## config.mk

```make
export PLATFORM = sky130hd
export DESIGN_NAME = game_state_ctrl_flat
export DESIGN_NICKNAME = d
export VERILOG_FILES = /design/src/rtl/game_state_ctrl_if.sv /design/src/rtl/game_state_ctrl.sv /design/src/flat_wrapper.sv
export SDC_FILE = /design/constraint.sdc
export NUM_CORES = 1
export LEC_CHECK = 0
export BUFFER_PORTS_ARGS = -buffer_cell sky130_fd_sc_hd__clkbuf_2
export CORE_ASPECT_RATIO = 0.6
export CORE_MARGIN = 4
export CORE_UTILIZATION = 50
export CTS_BUF_LIST = sky130_fd_sc_hd__clkbuf_4 sky130_fd_sc_hd__clkbuf_8
export DETAILED_ROUTE_END_ITERATION = 16
export PLACE_DENSITY_LB_ADDON = 0.1
export SLEW_MARGIN = 20
export SYNTH_ARGS = -nofsm -noshare
export SYNTH_HDL_FRONTEND = slang
export SYNTH_SLANG_ARGS = --single-unit
```

## constraint.sdc

```tcl
create_clock -name g_clk -period 3.53 [get_ports g_clk]
set_clock_uncertainty 0.1 [all_clocks]
set_input_delay 0.706 -clock g_clk [delete_from_list [all_inputs] [get_ports g_clk]]
set_output_delay 0.706 -clock g_clk [all_outputs]
set_load 0.01 [all_outputs]
```

## src/rtl/game_state_ctrl_if.sv

```systemverilog
// Bundle of button, ghost and game-status signals shared between the
// game-state controller (slave side) and whatever drives/observes it.
interface game_state_ctrl_if;
    logic       btn_up;
    logic       btn_down;
    logic       btn_left;
    logic       btn_right;
    logic       btn_pause;
    logic [2:0] ghost_x;
    logic [2:0] ghost_y;
    logic [1:0] state;
    logic [2:0] player_x;
    logic [2:0] player_y;
    logic [1:0] lives;
    logic [7:0] step_cnt;

    modport master (
        output btn_up, btn_down, btn_left, btn_right, btn_pause, ghost_x, ghost_y,
        input  state, player_x, player_y, lives, step_cnt
    );

    modport slave (
        input  btn_up, btn_down, btn_left, btn_right, btn_pause, ghost_x, ghost_y,
        output state, player_x, player_y, lives, step_cnt
    );
endinterface

```

## src/rtl/game_state_ctrl.sv

```systemverilog
// Game-level state owner for the grid chase game: player movement, lives,
// goal, pause and restart. The state bus gates the ghost logic (moves only in PLAY).
//
//   state | meaning
//   PLAY  | player moves, collision and goal are evaluated
//   PAUSE | everything frozen except a pause press returning to PLAY
//   LOSE  | out of lives; pause press restarts
//   WIN   | goal reached; pause press restarts
module game_state_ctrl #(
    parameter int X_MAX      = 5,
    parameter int Y_MAX      = 5,
    parameter int START_X    = 0,
    parameter int START_Y    = 0,
    parameter int GOAL_X     = 5,
    parameter int GOAL_Y     = 0,
    parameter int LIVES_INIT = 3
) (
    input logic               g_clk,
    input logic               reset,
    game_state_ctrl_if.slave  bus
);

    typedef enum logic [1:0] {
        ST_PLAY  = 2'b00,
        ST_PAUSE = 2'b01,
        ST_LOSE  = 2'b10,
        ST_WIN   = 2'b11
    } state_t;

    localparam logic [2:0] XM    = 3'(X_MAX);
    localparam logic [2:0] YM    = 3'(Y_MAX);
    localparam logic [2:0] SX    = 3'(START_X);
    localparam logic [2:0] SY    = 3'(START_Y);
    localparam logic [2:0] GX    = 3'(GOAL_X);
    localparam logic [2:0] GY    = 3'(GOAL_Y);
    localparam logic [1:0] LINIT = 2'(LIVES_INIT);

    // bit order: {pause, right, left, down, up}
    logic [4:0] btn;
    logic [4:0] prev;
    logic [4:0] ev;

    state_t     state_q;
    logic [2:0] px;
    logic [2:0] py;
    logic [1:0] lives_q;
    logic [7:0] steps_q;

    logic       hit;
    logic       at_goal;
    logic       move_ok;
    logic [2:0] nx;
    logic [2:0] ny;

    assign btn     = {bus.btn_pause, bus.btn_right, bus.btn_left, bus.btn_down, bus.btn_up};
    assign ev      = btn & ~prev;
    assign hit     = (px == bus.ghost_x) && (py == bus.ghost_y);
    assign at_goal = (px == GX) && (py == GY);

    // Only the highest-priority event is considered; if it hits a wall, nothing moves.
    always_comb begin
        nx      = px;
        ny      = py;
        move_ok = 1'b0;
        if (ev[0]) begin
            if (py < YM) begin
                ny      = py + 3'd1;
                move_ok = 1'b1;
            end
        end else if (ev[1]) begin
            if (py != 3'd0) begin
                ny      = py - 3'd1;
                move_ok = 1'b1;
            end
        end else if (ev[2]) begin
            if (px != 3'd0) begin
                nx      = px - 3'd1;
                move_ok = 1'b1;
            end
        end else if (ev[3]) begin
            if (px < XM) begin
                nx      = px + 3'd1;
                move_ok = 1'b1;
            end
        end
    end

    always_ff @(posedge g_clk or negedge reset) begin
        if (!reset) begin
            prev    <= '0;
            state_q <= ST_PLAY;
            px      <= SX;
            py      <= SY;
            lives_q <= LINIT;
            steps_q <= '0;
        end else begin
            prev <= btn;
            case (state_q)
                ST_PLAY: begin
                    if (ev[4]) begin
                        state_q <= ST_PAUSE;
                    end else if (hit) begin
                        if (lives_q > 2'd1) begin
                            lives_q <= lives_q - 2'd1;
                            px      <= SX;
                            py      <= SY;
                        end else begin
                            lives_q <= 2'd0;
                            state_q <= ST_LOSE;
                        end
                    end else begin
                        if (at_goal) begin
                            state_q <= ST_WIN;
                        end
                        if (move_ok) begin
                            px <= nx;
                            py <= ny;
                            if (steps_q != 8'hFF) begin
                                steps_q <= steps_q + 8'd1;
                            end
                        end
                    end
                end
                ST_PAUSE: begin
                    if (ev[4]) begin
                        state_q <= ST_PLAY;
                    end
                end
                default: begin
                    // LOSE / WIN: restart keeps the button history intact
                    if (ev[4]) begin
                        state_q <= ST_PLAY;
                        px      <= SX;
                        py      <= SY;
                        lives_q <= LINIT;
                        steps_q <= '0;
                    end
                end
            endcase
        end
    end

    assign bus.state    = state_q;
    assign bus.player_x = px;
    assign bus.player_y = py;
    assign bus.lives    = lives_q;
    assign bus.step_cnt = steps_q;

endmodule
```

## src/flat_wrapper.sv

```systemverilog
// flat-port wrapper written by rule: the top's interface ports become plain ports
module game_state_ctrl_flat 
#(
    parameter int X_MAX      = 5,
    parameter int Y_MAX      = 5,
    parameter int START_X    = 0,
    parameter int START_Y    = 0,
    parameter int GOAL_X     = 5,
    parameter int GOAL_Y     = 0,
    parameter int LIVES_INIT = 3
)
  (g_clk, reset, bus_btn_up, bus_btn_down, bus_btn_left, bus_btn_right, bus_btn_pause, bus_ghost_x, bus_ghost_y, bus_state, bus_player_x, bus_player_y, bus_lives, bus_step_cnt);
  game_state_ctrl_if bus_i ();
  input logic g_clk;
  input logic reset;
  input wire logic [$bits(bus_i.btn_up)-1:0] bus_btn_up;
  input wire logic [$bits(bus_i.btn_down)-1:0] bus_btn_down;
  input wire logic [$bits(bus_i.btn_left)-1:0] bus_btn_left;
  input wire logic [$bits(bus_i.btn_right)-1:0] bus_btn_right;
  input wire logic [$bits(bus_i.btn_pause)-1:0] bus_btn_pause;
  input wire logic [$bits(bus_i.ghost_x)-1:0] bus_ghost_x;
  input wire logic [$bits(bus_i.ghost_y)-1:0] bus_ghost_y;
  output wire logic [$bits(bus_i.state)-1:0] bus_state;
  output wire logic [$bits(bus_i.player_x)-1:0] bus_player_x;
  output wire logic [$bits(bus_i.player_y)-1:0] bus_player_y;
  output wire logic [$bits(bus_i.lives)-1:0] bus_lives;
  output wire logic [$bits(bus_i.step_cnt)-1:0] bus_step_cnt;
  assign bus_i.btn_up = bus_btn_up;
  assign bus_i.btn_down = bus_btn_down;
  assign bus_i.btn_left = bus_btn_left;
  assign bus_i.btn_right = bus_btn_right;
  assign bus_i.btn_pause = bus_btn_pause;
  assign bus_i.ghost_x = bus_ghost_x;
  assign bus_i.ghost_y = bus_ghost_y;
  assign bus_state = bus_i.state;
  assign bus_player_x = bus_i.player_x;
  assign bus_player_y = bus_i.player_y;
  assign bus_lives = bus_i.lives;
  assign bus_step_cnt = bus_i.step_cnt;
  game_state_ctrl #(.X_MAX(X_MAX), .Y_MAX(Y_MAX), .START_X(START_X), .START_Y(START_Y), .GOAL_X(GOAL_X), .GOAL_Y(GOAL_Y), .LIVES_INIT(LIVES_INIT)) u_core (.g_clk(g_clk), .reset(reset), .bus(bus_i));
endmodule
```

# Yosys cells after proc, flatten, opt, wreduce, memory -nomap -nowiden

Index checks and enable logic that the tools add are counted.

Latch bits: 0
RAM bits: 0
Memories kept: 0
Register bits: 23
Memory bits (read-only): 0

$lt $le $gt $ge: 3
Multipliers: 0
Add/sub/neg operators: 6
Shifts and indexed selects: 0
Mux-type cells: 45
Reduce and logical (&&, ||, !) cells: 19
Equal/unequal tests: 15
Divide/modulo/power cells: 0
Bitwise operators: 3

Operators by type and width:

| operator            | count |
|---|---|
| $mux 3              | 18 |
| $mux 8              | 5 |
| $mux 2              | 10 |
| $pmux 8 s2          | 1 |
| $reduce_bool 4->1   | 4 |
| $pmux 3 s2          | 2 |
| $reduce_bool 3->1   | 4 |
| $reduce_and 10->1   | 1 |
| $ne 3x2->1 const B  | 3 |
| $add 8x1->8 const B | 1 |
| $mux 1              | 8 |
| $ne 4x3->1 const B  | 2 |
| $ne 8x8->1 const B  | 1 |
| $reduce_and 8->1    | 1 |
| $add 3x1->3 const B | 2 |
| $eq 3x3->1          | 2 |
| $lt 3x3->1 const B  | 2 |
| $reduce_and 6->1    | 1 |
| $sub 3x1->3 const B | 2 |
| $and 5x5->5         | 1 |
| $not 5->5           | 1 |
| $ne 2x2->1 const B  | 2 |
| $pmux 2 s2          | 1 |
| $reduce_and 4->1    | 1 |
| 13 further kinds    | 15 |

# Longest topological paths before layout

Word-level depth: 10
Mapped depth: 8
Depth with buffers taken out: 7

# Worst setup path after synthesis

Ideal clock, no wire load.

Path type: input -> register
From: input bus_btn_pause
To: register u_core.px[2], in the netlist u_core.bus.player_x[2]
Cell stages on the path: 7
Data arrival time: 2190 ps
Path slack: 1164 ps
Library setup time: 76 ps
Cells stage by stage: nand2b_1 -> ha_1 -> a21boi_0 -> o41a_1 -> o221ai_2 -> or4b_1 -> o21ai_1

Cells in the longest elaborated chain, start to end: 3
Elaborated cells between the ends (all ways): 9
Classes of those cells: eq/ne: 4; bitwise: 1; reduce/logical: 4

RTL lines:

| item                                               | line                   | text |
|---|---|---|
| start, declared                                    | flat_wrapper.sv:20     | `input wire logic [$bits(bus_i.btn_pause)-1:0] bus_btn_pause;` |
| $and 5x5->5 *                                      | game_state_ctrl.sv:56  | `assign ev = btn & ~prev;` |
| $ne 4x3->1 (no line), or another cell as far along | --                     |  |
| $reduce_and 10->1 (no line) *                      | --                     |  |
| end signal, assigned                               | game_state_ctrl.sv:116 | `px <= nx;` |
| end, declared                                      | game_state_ctrl.sv:44  | `logic [2:0] px;` |

Every way passes the cells marked *; elsewhere a longest branch is shown, timed or not.
A chain may end at the register's enable or synchronous reset.

# Worst setup path in the final report

From: register u_core.state_q[1], in the netlist u_core.bus.state[1]
To: register u_core.px[2], in the netlist u_core.bus.player_x[2]

Cells in the longest elaborated chain, start to end: 3
Elaborated cells between the ends (all ways): 9
Classes of those cells: eq/ne: 4; mux: 1; bitwise: 1; reduce/logical: 3

RTL lines:

| item                                                 | line                   | text |
|---|---|---|
| start, declared                                      | game_state_ctrl.sv:43  | `state_t state_q;` |
| start signal, assigned                               | game_state_ctrl.sv:91  | `state_q <= ST_PLAY;` |
| start signal, assigned                               | game_state_ctrl.sv:101 | `state_q <= ST_PAUSE;` |
| start signal, assigned                               | game_state_ctrl.sv:109 | `state_q <= ST_LOSE;` |
| $logic_not 2->1 / $eq 2x1->1 (equally long branches) | game_state_ctrl.sv:98  | `case (state_q)` |
| $ne 3x1->1 (no line), or another cell as far along   | --                     |  |
| $reduce_and 10->1 (no line)                          | --                     |  |

Parallel ways exist; a longest one is shown, timed or not.

==> impl_results.md <==
* Status: finished clean
* Crit path largest cell delay at 0.50 ns
* Placer congestion estimate at 0.924
* Post-CTS resize count at 0
* Sequential Power Share at 0.347
* Register area share after synthesis at 0.378
* Deepest clock path buffer count at 2
* Critical Path Start Type: register
* Synthesized instance count at 160
* Dominant synthesized flop cell: dfrtp_1
* Peak Freq at 0.382 GHz
* Power Total at 1.43 mW
* Worst Tran Pin Value at 0.699 ns
* Fin. Hold Viols at 0
* Area growth syn-to-layout at 14.9%
* Antenna-violating nets left at 0
* CTS tree: done
* Max-slew violation count at 0
* Yosys top cell by area: dfrtp_1
* CP max stage cell: or4b_1
* Syn Nets at 179
* Slew Limit Headroom at 0.529
* Netlist Area Pre-Place at 1530 um2
* P per Cell Area at 813 nW/um2
* Endpoints failing setup at 0
* Global-route wire length before repair at 6290 um
* Crit path time final at 2.62 ns
* Accumulated negative setup slack at 0 ns
* Net Switching at 0.663 mW
* Global Route Usage Sum at 0.201
* Die area at 4040 um2
* Worst-Skew Late Latency at 0.27 ns
* Total of max-cap violations at 0
* Switching portion of total power at 0.464
* TritonCTS Buffers at 3
* Die height at 50.8 um
* CTS H-tree lvls at 1
* Pint at 0.765 mW
* WS Path Type: register to register
* Reg clk slew, reported paths at 0.08 ns
* Cell variety after synth at 56
* Io pins at 31
* Largest net degree at the start of global routing at 24
* CP cell instances: buf_4, or2_1, ha_1, a21boi_0, o41a_1, o221ai_2, or4b_1, o21ai_1
* Worst Path Buf+Inv at 1
* Top post-synthesis cells by area: dfrtp_1 34%, xnor2_1 4.6%, o21ai_0 3.9%, nand2_1 3.7%, dfstp_2 3.4%
* Peak VDD IR at 0.000406 V
* Hold Crit Class: input pin to asynchronous set/reset pin
* DR iter-0 viols at 188
* Setup Fix Bufs, Post-CTS at 0
* Top delay family on crit path: simple AND/OR/NAND/NOR gates
* # nets final at 209
* Fillers at 275
* RSZ-0062 raised after global routing: false
* Crit. End Element: register
* DP HPWL at 2780 um
* DR WL/cell at 15.9 um
* Mean post-synth cell area at 9.56 um2
* Die X at 79.4 um
* Routed WL at 3680 um
* Clock power frac at 0.118
* # rows at 15
* Drt via density at 5.91
* Most frequent cell after synthesis: dfrtp_1
* Top cell type's share of synthesized area at 0.344
* EDFF count, synth at 0
* TritonCTS sink count at 23
* Warnings, synthesis at 0
* Critical path peak fanout at 16
* CP arrival at 2.72 ns
* LEAKAGE at 0.772 nW
* Via count of the first global-routing pass at 1245
* Comb pwr share at 0.536
* Core Area at 2890 um2
* Synth Register Bits at 23
* N_diodes at 0
* CP Data Required Time at 3.63 ns
* Final instance area at 1760 um2
* Root buf cell: clkbuf_8
* Asr flop ratio synth at 1.00
* Layout cells sized above 1 at 0.270
* Drt pass-1 iters at 4
* Starting Density at 0.529
* Dpl cell area at 1710 um2
* Commonest cells in the netlist: 21 x dfrtp_1, 15 x nand2_1, 12 x o21ai_0
* IO Port Bufs at 30
* # hold bufs at CTS at 0
* Antenna violations before repair at 0
* # DRC at 0
* Total gr overflow at 0
* Vias at 1365
* Period Utilization, post-route at 0.742
==> power by group through the flow <==
stage          clock [mW]  sequential, mW  combinational [mW]
6_report            0.168           0.495               0.765
5_1_grt             0.185           0.517               0.842
4_1_cts             0.172           0.492               0.762
3_5_place_dp            0           0.497               0.757
3_3_place_gp            0           0.487               0.737
2_1_floorplan           0           0.508               0.512
==> metrics by stage <==
step,util,instances,hold WS [ns],worst slack (ns)
2_1_floorplan,-,160,0.310,1.16
3_3_place_gp,0.592,227,0.401,0.794
3_5_place_dp,0.592,227,0.435,0.695
4_1_cts,0.608,231,0.339,0.924
5_1_grt,0.608,231,0.370,0.758
6_report,0.608,231,0.318,0.911
==> worst register-to-register path, cell delays in order (launching register included) <==
cell and delay, ns:
dfrtp_1 0.37, buf_4 0.18, or2_1 0.32, ha_1 0.33, a21boi_0 0.20, o41a_1 0.27
o221ai_2 0.19, or4b_1 0.50, o21ai_1 0.09
==> layout by cell type, fill, tap and decap left out, types with 4 or more instances in the layout <==
cell / n
dfrtp_1: 21
inv_1: 11
nand2_1: 15
xnor2_1: 8
or3_1: 4
o211ai_1: 5
nor2_1: 5
o21ai_0: 12
nor4_1: 4
nand3_1: 5
clkbuf_2: 30
ha_1: 4
==> path summary, 6_finish.rpt <==
kind / slack, ns / startpoint / cells past startpoint / endpoint
min in group g_clk: 0.45 / bus_btn_left / 1 / u_core.prev[2]
max in group asynchronous: 2.63 / reset / 1 / u_core.prev[1]
hold / removal: 0.32 / reset / 1 / u_core.prev[0]
setup / recovery: 0.91 / u_core.bus.state[1] / 8 / u_core.bus.player_x[2]
hold reg to reg: 0.45 / u_core.bus.lives[1] / 2 / u_core.bus.lives[1]
setup reg to reg: 0.91 / u_core.bus.state[1] / 8 / u_core.bus.player_x[2]
==> routing by layer <==
metal  track usage  vias up  part of all wire
met3        0.0493        4             0.060
met4        0.0429        0             0.010
met1         0.310      670              0.51
li1              -      652                 -
met5             0        -                 0
met2         0.282       39              0.42
==> cells by family (layout without fill, tap and decap cells) <==
| logic type | count (synthesis) | after routing | synth area share |
|---|---|---|---|
| compound gates | 46 | 46 | 0.234 |
| flops | 23 | 23 | 0.378 |
| xor+xnor | 8 | 8 | 0.0458 |
| fa+ha+maj | 6 | 6 | 0.0589 |
| buf+inv | 17 | 46 | 0.0458 |
| simple gates | 57 | 57 | 0.215 |
| mux | 3 | 3 | 0.0221 |
==> cell type report <==
| class | instances | area (um2) | area share |
|---|---|---|---|
| inverter | 11 | 41.3 | 0.0235 |
| clock inverter | 1 | 5.00 | 0.00285 |
| tap | 42 | 52.6 | 0.0299 |
| timing repair buffer | 31 | 158 | 0.0897 |
| clock buffer | 3 | 41.3 | 0.0235 |
| multi-input combinational | 120 | 881 | 0.501 |
| sequential | 23 | 578 | 0.329 |
==> flip-flops by register name, indices dropped and copies added (netlist names) <==
signal / flops
u_core.bus.player_x: 3
u_core.prev: 5
u_core.bus.state: 2
u_core.bus.step_cnt: 8
u_core.bus.lives: 2
u_core.bus.player_y: 3
No activity file was read; power rests on OpenSTA's default activity.
